File: src/rtl/fx2_stream_writer.sv
// Streams FIFO words to the FX2 slave FIFO as LS-first halfwords, committing packets on size, idle timeout or disable.
// Optional STREAM_TEST_PATTERN_EN: TEST_MODE swaps the source for an internal halfword counter.
module fx2_stream_writer #(
    parameter int         IN_WIDTH   = 32,
    parameter int         PKT_HWORDS = 256,
    parameter int         TIMEOUT    = 1024,
    parameter logic [1:0] FIFO_ADDR  = 2'b10
) (
    input  logic                STREAM_CLK,
    input  logic                STREAM_RST_N,
    input  logic                ENABLE,
    input  logic                TEST_MODE,
    output logic                FIFO_READ,
    input  logic                FIFO_EMPTY,
    input  logic [IN_WIDTH-1:0] FIFO_DATA,
    input  logic [2:0]          USB_STREAM_FLAGS_N,
    input  logic                USB_STREAM_FX2RDY,
    output logic                USB_STREAM_SLWR_n,
    output logic                USB_STREAM_PKTEND_N,
    output logic [1:0]          USB_STREAM_FIFOADDR,
    output logic                USB_STREAM_SLOE_n,
    output logic                USB_STREAM_SLRD_n,
    output logic [15:0]         USB_STREAM_DATA,
    output logic [15:0]         PKT_CNT
);
    localparam int NSUB = IN_WIDTH / 16;
    localparam int IDXW = (NSUB > 1) ? $clog2(NSUB) : 1;
    localparam int TMW  = (TIMEOUT > 1) ? $clog2(TIMEOUT + 1) : 1;

    typedef enum logic [1:0] {IDLE, SEND, PKTEND} state_t;

    state_t              state;
    logic [IN_WIDTH-1:0] sreg;
    logic [IN_WIDTH-1:0] sreg_nx;
    logic [IN_WIDTH-1:0] src_word;
    logic [IDXW-1:0]     idx;
    logic [9:0]          hw_cnt;
    logic [9:0]          hw_nx;
    logic [TMW-1:0]      tmo;
    logic                not_full, test_sel, fetch, wr, tmo_hit;
    logic                unused_ok;

    assign not_full = USB_STREAM_FLAGS_N[1];
    assign unused_ok = &{1'b0, TEST_MODE, USB_STREAM_FLAGS_N[2], USB_STREAM_FLAGS_N[0]};

`ifdef STREAM_TEST_PATTERN_EN
    logic [15:0]         tcnt;
    logic [IN_WIDTH-1:0] test_word;

    assign test_sel = TEST_MODE;

    // Next NSUB counter values, lowest in the halfword sent first
    always_comb begin
        test_word = '0;
        for (int i = 0; i < NSUB; i++) test_word[16*i +: 16] = tcnt + 16'(i);
    end

    always_ff @(posedge STREAM_CLK or negedge STREAM_RST_N) begin
        if (!STREAM_RST_N)  tcnt <= '0;
        else if (wr)        tcnt <= tcnt + 16'd1;
    end

    assign src_word = test_sel ? test_word : FIFO_DATA;
`else
    assign test_sel = 1'b0;
    assign src_word = FIFO_DATA;
`endif

    assign fetch = (state == IDLE) && ENABLE && USB_STREAM_FX2RDY && not_full &&
                   (test_sel || !FIFO_EMPTY);
    assign wr    = (state == SEND) && not_full;
    assign hw_nx = hw_cnt + 10'd1;
    assign sreg_nx = sreg >> 16;
    assign tmo_hit = (TIMEOUT != 0) && ((tmo + TMW'(1)) == TMW'(TIMEOUT));

    // Pop is combinational so the FWFT word is captured on the same edge; held off during reset
    assign FIFO_READ           = STREAM_RST_N && fetch && !test_sel;
    assign USB_STREAM_SLWR_n   = !wr;
    assign USB_STREAM_PKTEND_N = !((state == PKTEND) && not_full);
    assign USB_STREAM_FIFOADDR = FIFO_ADDR;
    assign USB_STREAM_SLOE_n   = 1'b1;
    assign USB_STREAM_SLRD_n   = 1'b1;

    always_ff @(posedge STREAM_CLK or negedge STREAM_RST_N) begin
        if (!STREAM_RST_N) begin
            state           <= IDLE;
            sreg            <= '0;
            idx             <= '0;
            hw_cnt          <= '0;
            tmo             <= '0;
            USB_STREAM_DATA <= '0;
            PKT_CNT         <= '0;
        end else begin
            case (state)
                IDLE: begin
                    if (fetch) begin
                        sreg            <= src_word;
                        USB_STREAM_DATA <= src_word[15:0];
                        idx             <= '0;
                        tmo             <= '0;
                        state           <= SEND;
                    end else if (hw_cnt != '0) begin
                        if (!ENABLE || tmo_hit) state <= PKTEND;
                        else                    tmo   <= tmo + TMW'(1);
                    end else begin
                        tmo <= '0;
                    end
                end
                SEND: begin
                    if (not_full) begin
                        hw_cnt <= hw_nx;
                        sreg   <= sreg_nx;
                        if (idx == IDXW'(NSUB - 1)) begin
                            state <= (hw_nx >= 10'(PKT_HWORDS)) ? PKTEND : IDLE;
                        end else begin
                            idx             <= idx + IDXW'(1);
                            USB_STREAM_DATA <= sreg_nx[15:0];
                        end
                    end
                end
                PKTEND: begin
                    if (not_full) begin
                        PKT_CNT <= PKT_CNT + 16'd1;
                        hw_cnt  <= '0;
                        tmo     <= '0;
                        state   <= IDLE;
                    end
                end
                default: state <= IDLE;
            endcase
        end
    end
endmodule

File: config.mk
export PLATFORM = sky130hd
export DESIGN_NAME = fx2_stream_writer
export DESIGN_NICKNAME = d
export VERILOG_FILES = /design/src/rtl/fx2_stream_writer.sv
export SDC_FILE = /design/constraint.sdc
export NUM_CORES = 1
export LEC_CHECK = 0
export ABC_AREA = 1
export CORE_MARGIN = 3
export CORE_UTILIZATION = 51
export DETAILED_ROUTE_END_ITERATION = 16
export GPL_ROUTABILITY_DRIVEN = 1
export PLACE_DENSITY = 0.77
export SLEW_MARGIN = 25
export SYNTH_ARGS = -nofsm -noshare
export SYNTH_HDL_FRONTEND = slang
export SYNTH_SLANG_ARGS = --single-unit
File: constraint.sdc
create_clock -name STREAM_CLK -period 3.1 [get_ports STREAM_CLK]
set_clock_uncertainty 0.2 [all_clocks]
set_input_delay 0.775 -clock STREAM_CLK [delete_from_list [all_inputs] [get_ports STREAM_CLK]]
set_output_delay 0.775 -clock STREAM_CLK [all_outputs]
set_load 0.01 [all_outputs]
==> results of run 1 <==
## metal layers
layer	vias to the layer above	routed length (um)	GRT usage
li1	1653	-	-
met1	1583	3880	0.276
met2	100	4110	0.361
met3	16	467	0.0456
met4	0	136	0.0892
met5	-	0	0
## worst paths after layout
kind / from / endpoint
min in group asynchronous: STREAM_RST_N / tmo[8]
setup / recovery: USB_STREAM_FLAGS_N[1] / USB_STREAM_PKTEND_N
max in group asynchronous: STREAM_RST_N / USB_STREAM_DATA[12]
hold / removal: PKT_CNT[15] / PKT_CNT[15]
setup reg to reg: tmo[0] / tmo[8]
hold reg to reg: PKT_CNT[15] / PKT_CNT[15]
## cells by family (layout without fill, tap and decap cells)
kind of cell,Yosys count,after routing,share of synthesized area
other,2,4,0.00203
DFF,72,72,0.486
xor gates and xnor gates,16,16,0.0378
adders and majority gates,4,4,0.0135
AOI/OAI and AO/OA,34,34,0.0560
buffers and inverters,60,141,0.0702
and+or+nand+nor,277,277,0.335
## layout make-up
| type | count | area (um^2) | area share |
|---|---|---|---|
| sequential | 72 | 1800 | 0.376 |
| multi-input combinational | 335 | 1650 | 0.346 |
| timing repair buffer | 85 | 830 | 0.173 |
| clock buffer | 11 | 151 | 0.0316 |
| inverter | 40 | 150 | 0.0314 |
| tap | 96 | 120 | 0.0251 |
| clock inverter | 5 | 78.8 | 0.0165 |
## what timing repair did
action / CTS / global route
endpoints found under the hold margin: 0 / 0
setup endpoints to repair: 1 / 1
resized for setup: 1 / 1
pin swaps: 0 / 0
setup buffers: 0 / 0
## report_power, final
group / leakage [nW] / internal, mW / switching, mW
Combinational: 1.26 / 0.520 / 0.564
Sequential: 0.923 / 1.19 / 0.186
Clock: 0.119 / 0.496 / 0.364
## through the flow
| step | util | hold slack (ps) | TNS [ps] | setup slack, ps |
|---|---|---|---|---|
| 2_1_floorplan | - | 255 | 0 | 232 |
| 3_3_place_gp | 0.659 | 262 | -211 | -211 |
| 3_5_place_dp | 0.659 | 272 | -207 | -207 |
| 4_1_cts | 0.693 | 287 | 0 | 17.8 |
| 5_1_grt | 0.693 | 305 | 0 | 17.6 |
| 6_report | 0.693 | 287 | 0 | 66.8 |
## cell usage after synthesis
cell	instances
sky130_fd_sc_hd__o22ai_1	1
sky130_fd_sc_hd__nand2_2	3
sky130_fd_sc_hd__nor3_4	1
sky130_fd_sc_hd__dfrtp_1	72
sky130_fd_sc_hd__a21oi_1	6
sky130_fd_sc_hd__nor2_1	45
sky130_fd_sc_hd__o21ai_0	7
sky130_fd_sc_hd__nor2_4	2
sky130_fd_sc_hd__buf_4	8
sky130_fd_sc_hd__conb_1	2
sky130_fd_sc_hd__nor2_2	4
sky130_fd_sc_hd__nand3_4	1
sky130_fd_sc_hd__a22oi_2	1
sky130_fd_sc_hd__inv_2	2
sky130_fd_sc_hd__nor3_2	1
sky130_fd_sc_hd__xnor2_1	6
sky130_fd_sc_hd__buf_2	4
sky130_fd_sc_hd__buf_1	1
sky130_fd_sc_hd__clkbuf_1	7
sky130_fd_sc_hd__inv_1	37
sky130_fd_sc_hd__nand3_2	2
sky130_fd_sc_hd__nor4_1	1
sky130_fd_sc_hd__nand4_1	6
sky130_fd_sc_hd__o32ai_1	1
sky130_fd_sc_hd__nor3_1	7
sky130_fd_sc_hd__ha_1	4
sky130_fd_sc_hd__o21bai_1	2
sky130_fd_sc_hd__xor2_1	10
sky130_fd_sc_hd__clkinv_1	1
sky130_fd_sc_hd__nand3_1	65
sky130_fd_sc_hd__nand3b_1	2
sky130_fd_sc_hd__a31oi_1	16
sky130_fd_sc_hd__nand2_1	136
sky130_fd_sc_hd__nor3b_2	1
## sequential cells by signal, indices dropped and copies added (netlist names)
register,cells
idx,1
state,2
hw_cnt,10
PKT_CNT,16
sreg,16
tmo,11
USB_STREAM_DATA,16
==> results summary, run 1 <==
The number of cells on the worst reg-to-reg path is 13. Summed over all layers, the routed wires come to 8.59 mm. The number of design rule violations left after detail routing is 0. The maximum ir drop on the vdd rail is between 0.0003 and 0.0004 V. The fmax is 330 MHz.

The leakage power is 2.30 nW. The worst max-slew margin expressed relative to the limit came out at 0.404. The count of pins on the block boundary came out at 80.

The critical path's slowest cell is sky130_fd_sc_hd__clkdlybuf4s50_1. On the worst path, the slowest cell contributes a delay of approximately 500 ps. The total number of nets in the final design came out at between 500 and 600. The smallest clock period supported by the final layout is computed as 3030 ps. The critical path depth is 4. The number of flip-flops and latches in the synthesized netlist came out at 72. Dividing the detail-routed wire length by the instance count gives around 13 um. The total count of hold-check failures in the final report came out at 0. The worst-path maximum fanout is 8. The post-placement cell area is ~0.0046 mm^2. The global-route total usage across every layer came out at 0.218.

The initial antenna violation count was 0. The H-tree depth is 3. In this run the remaining antenna-violating nets after routing total 0. The maximum count of clock buffers along a single path is 2. The setup slack on the worst flop-to-flop path is between 700 and 800 ps.

The power per cell area is just under 700 mW/mm^2. The count of max-cap constraint violations came out at 0. The area added between synthesis and finish came out at 29.0%.

The number of buffers created by CTS is 9. The total of warnings raised by yosys came out at 0. The cell area after layout is about 0.0048 mm^2.

STA classifies the critical path endpoint as an output port. Counting instances, the worst hold path has a depth of 1. The antenna diode count is 0. From bottom edge to top edge, the die measures just over 90 um. The part of the Yosys area used for sequential elements is 0.486. TritonCTS built the clock tree. The number of different library cells in the post-synthesis netlist came out at 34. The clock net in this run drives a total of 72 sinks.

The worst setup path is launched from an input pin. The via density per instance came out at ~5.2. The clock transition at the registers of the reported paths came out at approximately 70 ps.

In this run the worst hold path is classified as register to register. Setup repair after global routing left no endpoint under its margin. The number of filler cells placed in the layout is 588. The die covers between 0.008 and 0.009 mm^2. The count of routing violations after the opening detailed-route iteration came out at around 190.

The cell at the root of the clock tree is sky130_fd_sc_hd__clkbuf_8. By area the synthesized netlist is led by sky130_fd_sc_hd__dfrtp_1, sky130_fd_sc_hd__nand2_1, sky130_fd_sc_hd__nand3_1. In this run the horizontal extent of the chip is 91.3 um. The via count of the first global-routing pass is around 3300. On the critical path the largest part of the delay comes from buffers and inverters. STA puts the critical path data arrival time at a little over 2000 ps. Walking the worst path, the cells encountered are clkdlybuf4s50_1, buf_4, nand3_4, clkdlybuf4s50_1. The number of cell rows is 30.

The endpoint required time on the critical path is about 2100 ps. The worst setup path is of the input pin to output port kind. The library cells used most frequently in the layout, excluding fill and tap cells, are sky130_fd_sc_hd__nand2_1, sky130_fd_sc_hd__dfrtp_1, sky130_fd_sc_hd__clkdlybuf4s50_1. The area of the core region came out at around 0.007 mm^2. The synthesized netlist occupies a cell area of 0.00371 mm^2. The final standard cell count with taps included and fillers excluded came out at between 600 and 700.

The share of synthesized area in the top cell type comes to 0.486. The insertion delay to the later sink of the worst-skew pair is ~350 ps. During placement, the flow inserted port buffers numbering between 70 and 80.

The share of cells above drive strength 1 is 0.0876. The half-perimeter wire length after detailed placement is about 6 mm. For this run the aggregate overflow at the end of global routing stands at 0. The part of the cycle the worst path needs came out at 0.978. The starting density of the core came out at 0.537. The cell count after synthesis came out at 465.

The number of placed instances, taps included, is around 630. The number of max-slew violations in the final report came out at 0. The synthesized design spends more area on one cell type than any other, namely sky130_fd_sc_hd__dfrtp_1. Setup violations remaining at the end of the flow were counted as 0. The sum of buffers and inverters on the critical path is 3.

The total via count in the routed design is between 3000 and 4000. The final RePlAce weighted congestion came out at 0.856. The number of hold buffers added after CTS is 0.

The sum of internal, switching and leakage power is about 3.3 mW. The first TritonRoute pass finished after 4 iterations. Each instance of the synthesized netlist takes up on average between 7 and 8 um^2. The most numerous cell type found on the critical path is sky130_fd_sc_hd__clkdlybuf4s50_1.

The run finished with clean final reports. The wire length of the first global-routing pass came out at around 15 mm. The most common cell after layout, fill and taps aside is sky130_fd_sc_hd__nand2_1.

Entering global routing, the biggest net connects 73 pins. At the pin with the least slew margin, the transition time is between 800 and 900 ps.
Power figures use the tool's default switching activity.
==> run 2: changes to the inputs <==
Settings changed: MAX_ROUTING_LAYER set to met4, PLACE_DENSITY 0.77 to 0.8.
==> run 2 against run 1 <==
  * Utilization rose by 0.18 points
  * Via count fell by 1.3%
  * Critical path depth did not move
  * Wire length fell by 0.51%
  * Sequential share of layout area fell by 0.098 points
  * Sequential power barely moved
  * Critical path type unchanged
  * Largest cell class unchanged
==> results summary, run 2 (synthesis results as in run 1) <==
The type of element capturing the critical path is an output port. The sum of overflow across all layers after global routing came to 0 (unchanged). In the final layout, the registers with the most flip-flops are PKT_CNT: 16 flops, USB_STREAM_DATA: 16 flops, sreg: 16 flops.

The clock power share was 0.257 (-0.002). The net switching power figure came out at 1.11 mW (-0.60%). The count of final setup violators came to 0 (unchanged). The half-perimeter wire length after detailed placement came out at 5.95 mm (-1.5%). The starting density of the core is 0.537 (unchanged).

The maximum count of clock buffers along a single path is 2 (unchanged). The run finished with clean final reports. The pin count of the biggest net entering global routing was 73 (unchanged). The final wirelength came out at 8.55 mm (-0.51%). The most common cell after layout, fill and taps aside is sky130_fd_sc_hd__nand2_1. The initial antenna violation count came out at 0 (unchanged). The class of the tightest hold or removal check is register to register. The length of the first detailed-routing pass in iterations came to 6 (+2). The number of design rule violations left after detail routing is 0 (unchanged). The leakage power is 2.32 nW (+0.48%). The share of cells above drive strength 1 is 0.0909 (+0.00332). Setup repair after global routing left no endpoint under its margin.

STA classifies the critical path startpoint as an input pin. The part of the cycle the worst path needs is 0.964 (-0.0143). The antenna diode count came out at 0 (unchanged). The horizontal die dimension came to 91.3 um (unchanged).

The insertion delay to the later sink of the worst-skew pair came to 340 ps (about the same). The final standard cell count with taps included and fillers excluded came out at 646 (+0.31%). The number of cell rows is 30 (unchanged). The area enclosed by the die boundary came out at 0.00833 mm^2 (unchanged). The fmax came out at 335 MHz (+1.5%). TritonCTS built the clock tree.

The vertical extent of the die came out at 91.3 um (unchanged). The cell at the root of the clock tree is sky130_fd_sc_hd__clkbuf_8. Walking the worst path, the cells encountered are clkdlybuf4s50_1, buf_4, nand3_4, clkdlybuf4s50_1. The total number of nets in the final design came out at 590 (+0.34%). The top cell family by delay on the critical path is buffers and inverters. The average detailed-routed wire length per instance is 13.2 um (-0.82%). The switching part of the total is 0.334 (-0.00127). The endpoint required time on the critical path is 2120 ps (about the same). The total via count in the routed design is 3307 (-1.3%). The share of total power in combinational logic came out at 0.329 (+0.003). The largest stage delay on the critical path is 540 ps (+30 ps).

The total count of hold-check failures in the final report came to 0 (unchanged). The setup slack on the worst flop-to-flop path came to 800 ps (about the same). The number of max-slew violations in the final report came out at 0 (unchanged). The worst setup path is of the input pin to output port kind.

The clock net sink count came out at 72 (unchanged). The worst-path maximum fanout came out at 8 (unchanged). The number of nets with antenna violations after routing came out at 0 (unchanged). The accumulated negative setup slack is 0 ps (unchanged). The internal power component was 2.21 mW (about the same).

The final RePlAce weighted congestion came out at 0.904 (+5.7%). The cell that appears most often on the critical path is sky130_fd_sc_hd__clkdlybuf4s50_1. The quantity of I/O buffers inserted on ports was 72 (unchanged). The count of max-cap constraint violations was 0 (unchanged). The worst max-slew margin expressed relative to the limit came out at 0.651 (+0.247). The cell count after placement came out at 629 (+0.16%). The clock period minus worst slack came out at 2990 ps (-44.4 ps). The data arrival time of the critical path came out at 2010 ps (-50 ps).

The wire length of the first global-routing pass was 14.6 mm (-0.99%). The sum of buffers and inverters on the critical path came out at 3 (unchanged). The maximum ir drop on the vdd rail is 0.000425 V (+16%). The transition time at the pin with the least slew margin was 523 ps (-371 ps). The via count of the first global-routing pass came to 3248 (-0.85%). The clock transition at the registers of the reported paths came out at 70 ps (about the same). The global-route total usage across every layer is 0.221 (+0.00363). In the layout the commonest cells are sky130_fd_sc_hd__nand2_1, sky130_fd_sc_hd__dfrtp_1, sky130_fd_sc_hd__clkdlybuf4s50_1. The H-tree depth came out at 3 (unchanged). The area of the core region is 0.00691 mm^2 (unchanged). The sequential group share of total power is 0.415 (about the same). The via density per instance came out at 5.12 (-1.6%). The count of routing violations after the opening detailed-route iteration is 208 (+12%). The number of buffers created by CTS came out at 9 (unchanged). The area growth from synthesis to layout is 29.4%. The power per cell area is 691 mW/mm^2 (-0.48%).

The sum of internal, switching and leakage power came out at 3.31 mW (-0.22%). The critical path's slowest cell is sky130_fd_sc_hd__clkdlybuf4s50_1. The count of pins on the block boundary is 80 (unchanged).
-- run 2: power by group through the flow --
stage	Sequential, mW	Clock (mW)	Combinational [mW]
finish	1.37	0.851	1.09
CTS	1.37	0.863	1.10
global placement	1.38	0	1.05
floorplan	1.42	0	0.532
global route	1.41	0.911	1.21
detailed placement	1.39	0	1.09
-- run 2: path summary, 6_finish.rpt --
check                                      start                  end  depth (start not counted)
min reg2reg                          PKT_CNT[15]          PKT_CNT[15]                          1
max in group asynchronous           STREAM_RST_N  USB_STREAM_DATA[10]                          3
min                                  PKT_CNT[15]          PKT_CNT[15]                          1
min in group asynchronous           STREAM_RST_N   USB_STREAM_DATA[1]                          2
max                        USB_STREAM_FLAGS_N[1]  USB_STREAM_PKTEND_N                          4
max reg2reg                               tmo[0]               tmo[4]                         13
-- run 2: area by class of cell --
type | instances | area [um^2]
clock buffer | 11 | 151
clock inverter | 5 | 78.8
fill | 550 | 2110
inverter | 40 | 150
multi-input combinational | 335 | 1650
sequential | 72 | 1800
tap | 96 | 120
timing repair buffer | 87 | 842
-- run 2: metal layers --
| metal | routed length [um] | global-route usage | vias to the layer above | part of all wire |
|---|---|---|---|---|
| li1 | - | - | 1652 | - |
| met1 | 3830 | 0.269 | 1546 | 0.45 |
| met2 | 4170 | 0.364 | 89 | 0.49 |
| met3 | 376 | 0.0431 | 20 | 0.044 |
| met4 | 172 | 0.0879 | 0 | 0.020 |
| met5 | 0 | - | - | 0 |
-- run 2: repair_timing --
action,CTS,global route
hold buffers,0,0
endpoints found under the setup margin,1,1
resized for setup,1,1
setup buffers,0,0
pin swaps,0,0
gates cloned,0,0
-- run 2: through the flow --
stage	cell area (um^2)	hold slack (ps)	setup WS (ps)	utilization
2_1_floorplan	3720	255	232	-
3_3_place_gp	4550	265	-156	0.658
3_5_place_dp	4550	276	-158	0.658
4_1_cts	4780	300	56.1	0.691
5_1_grt	4800	323	26.2	0.695
6_report	4800	291	111	0.695
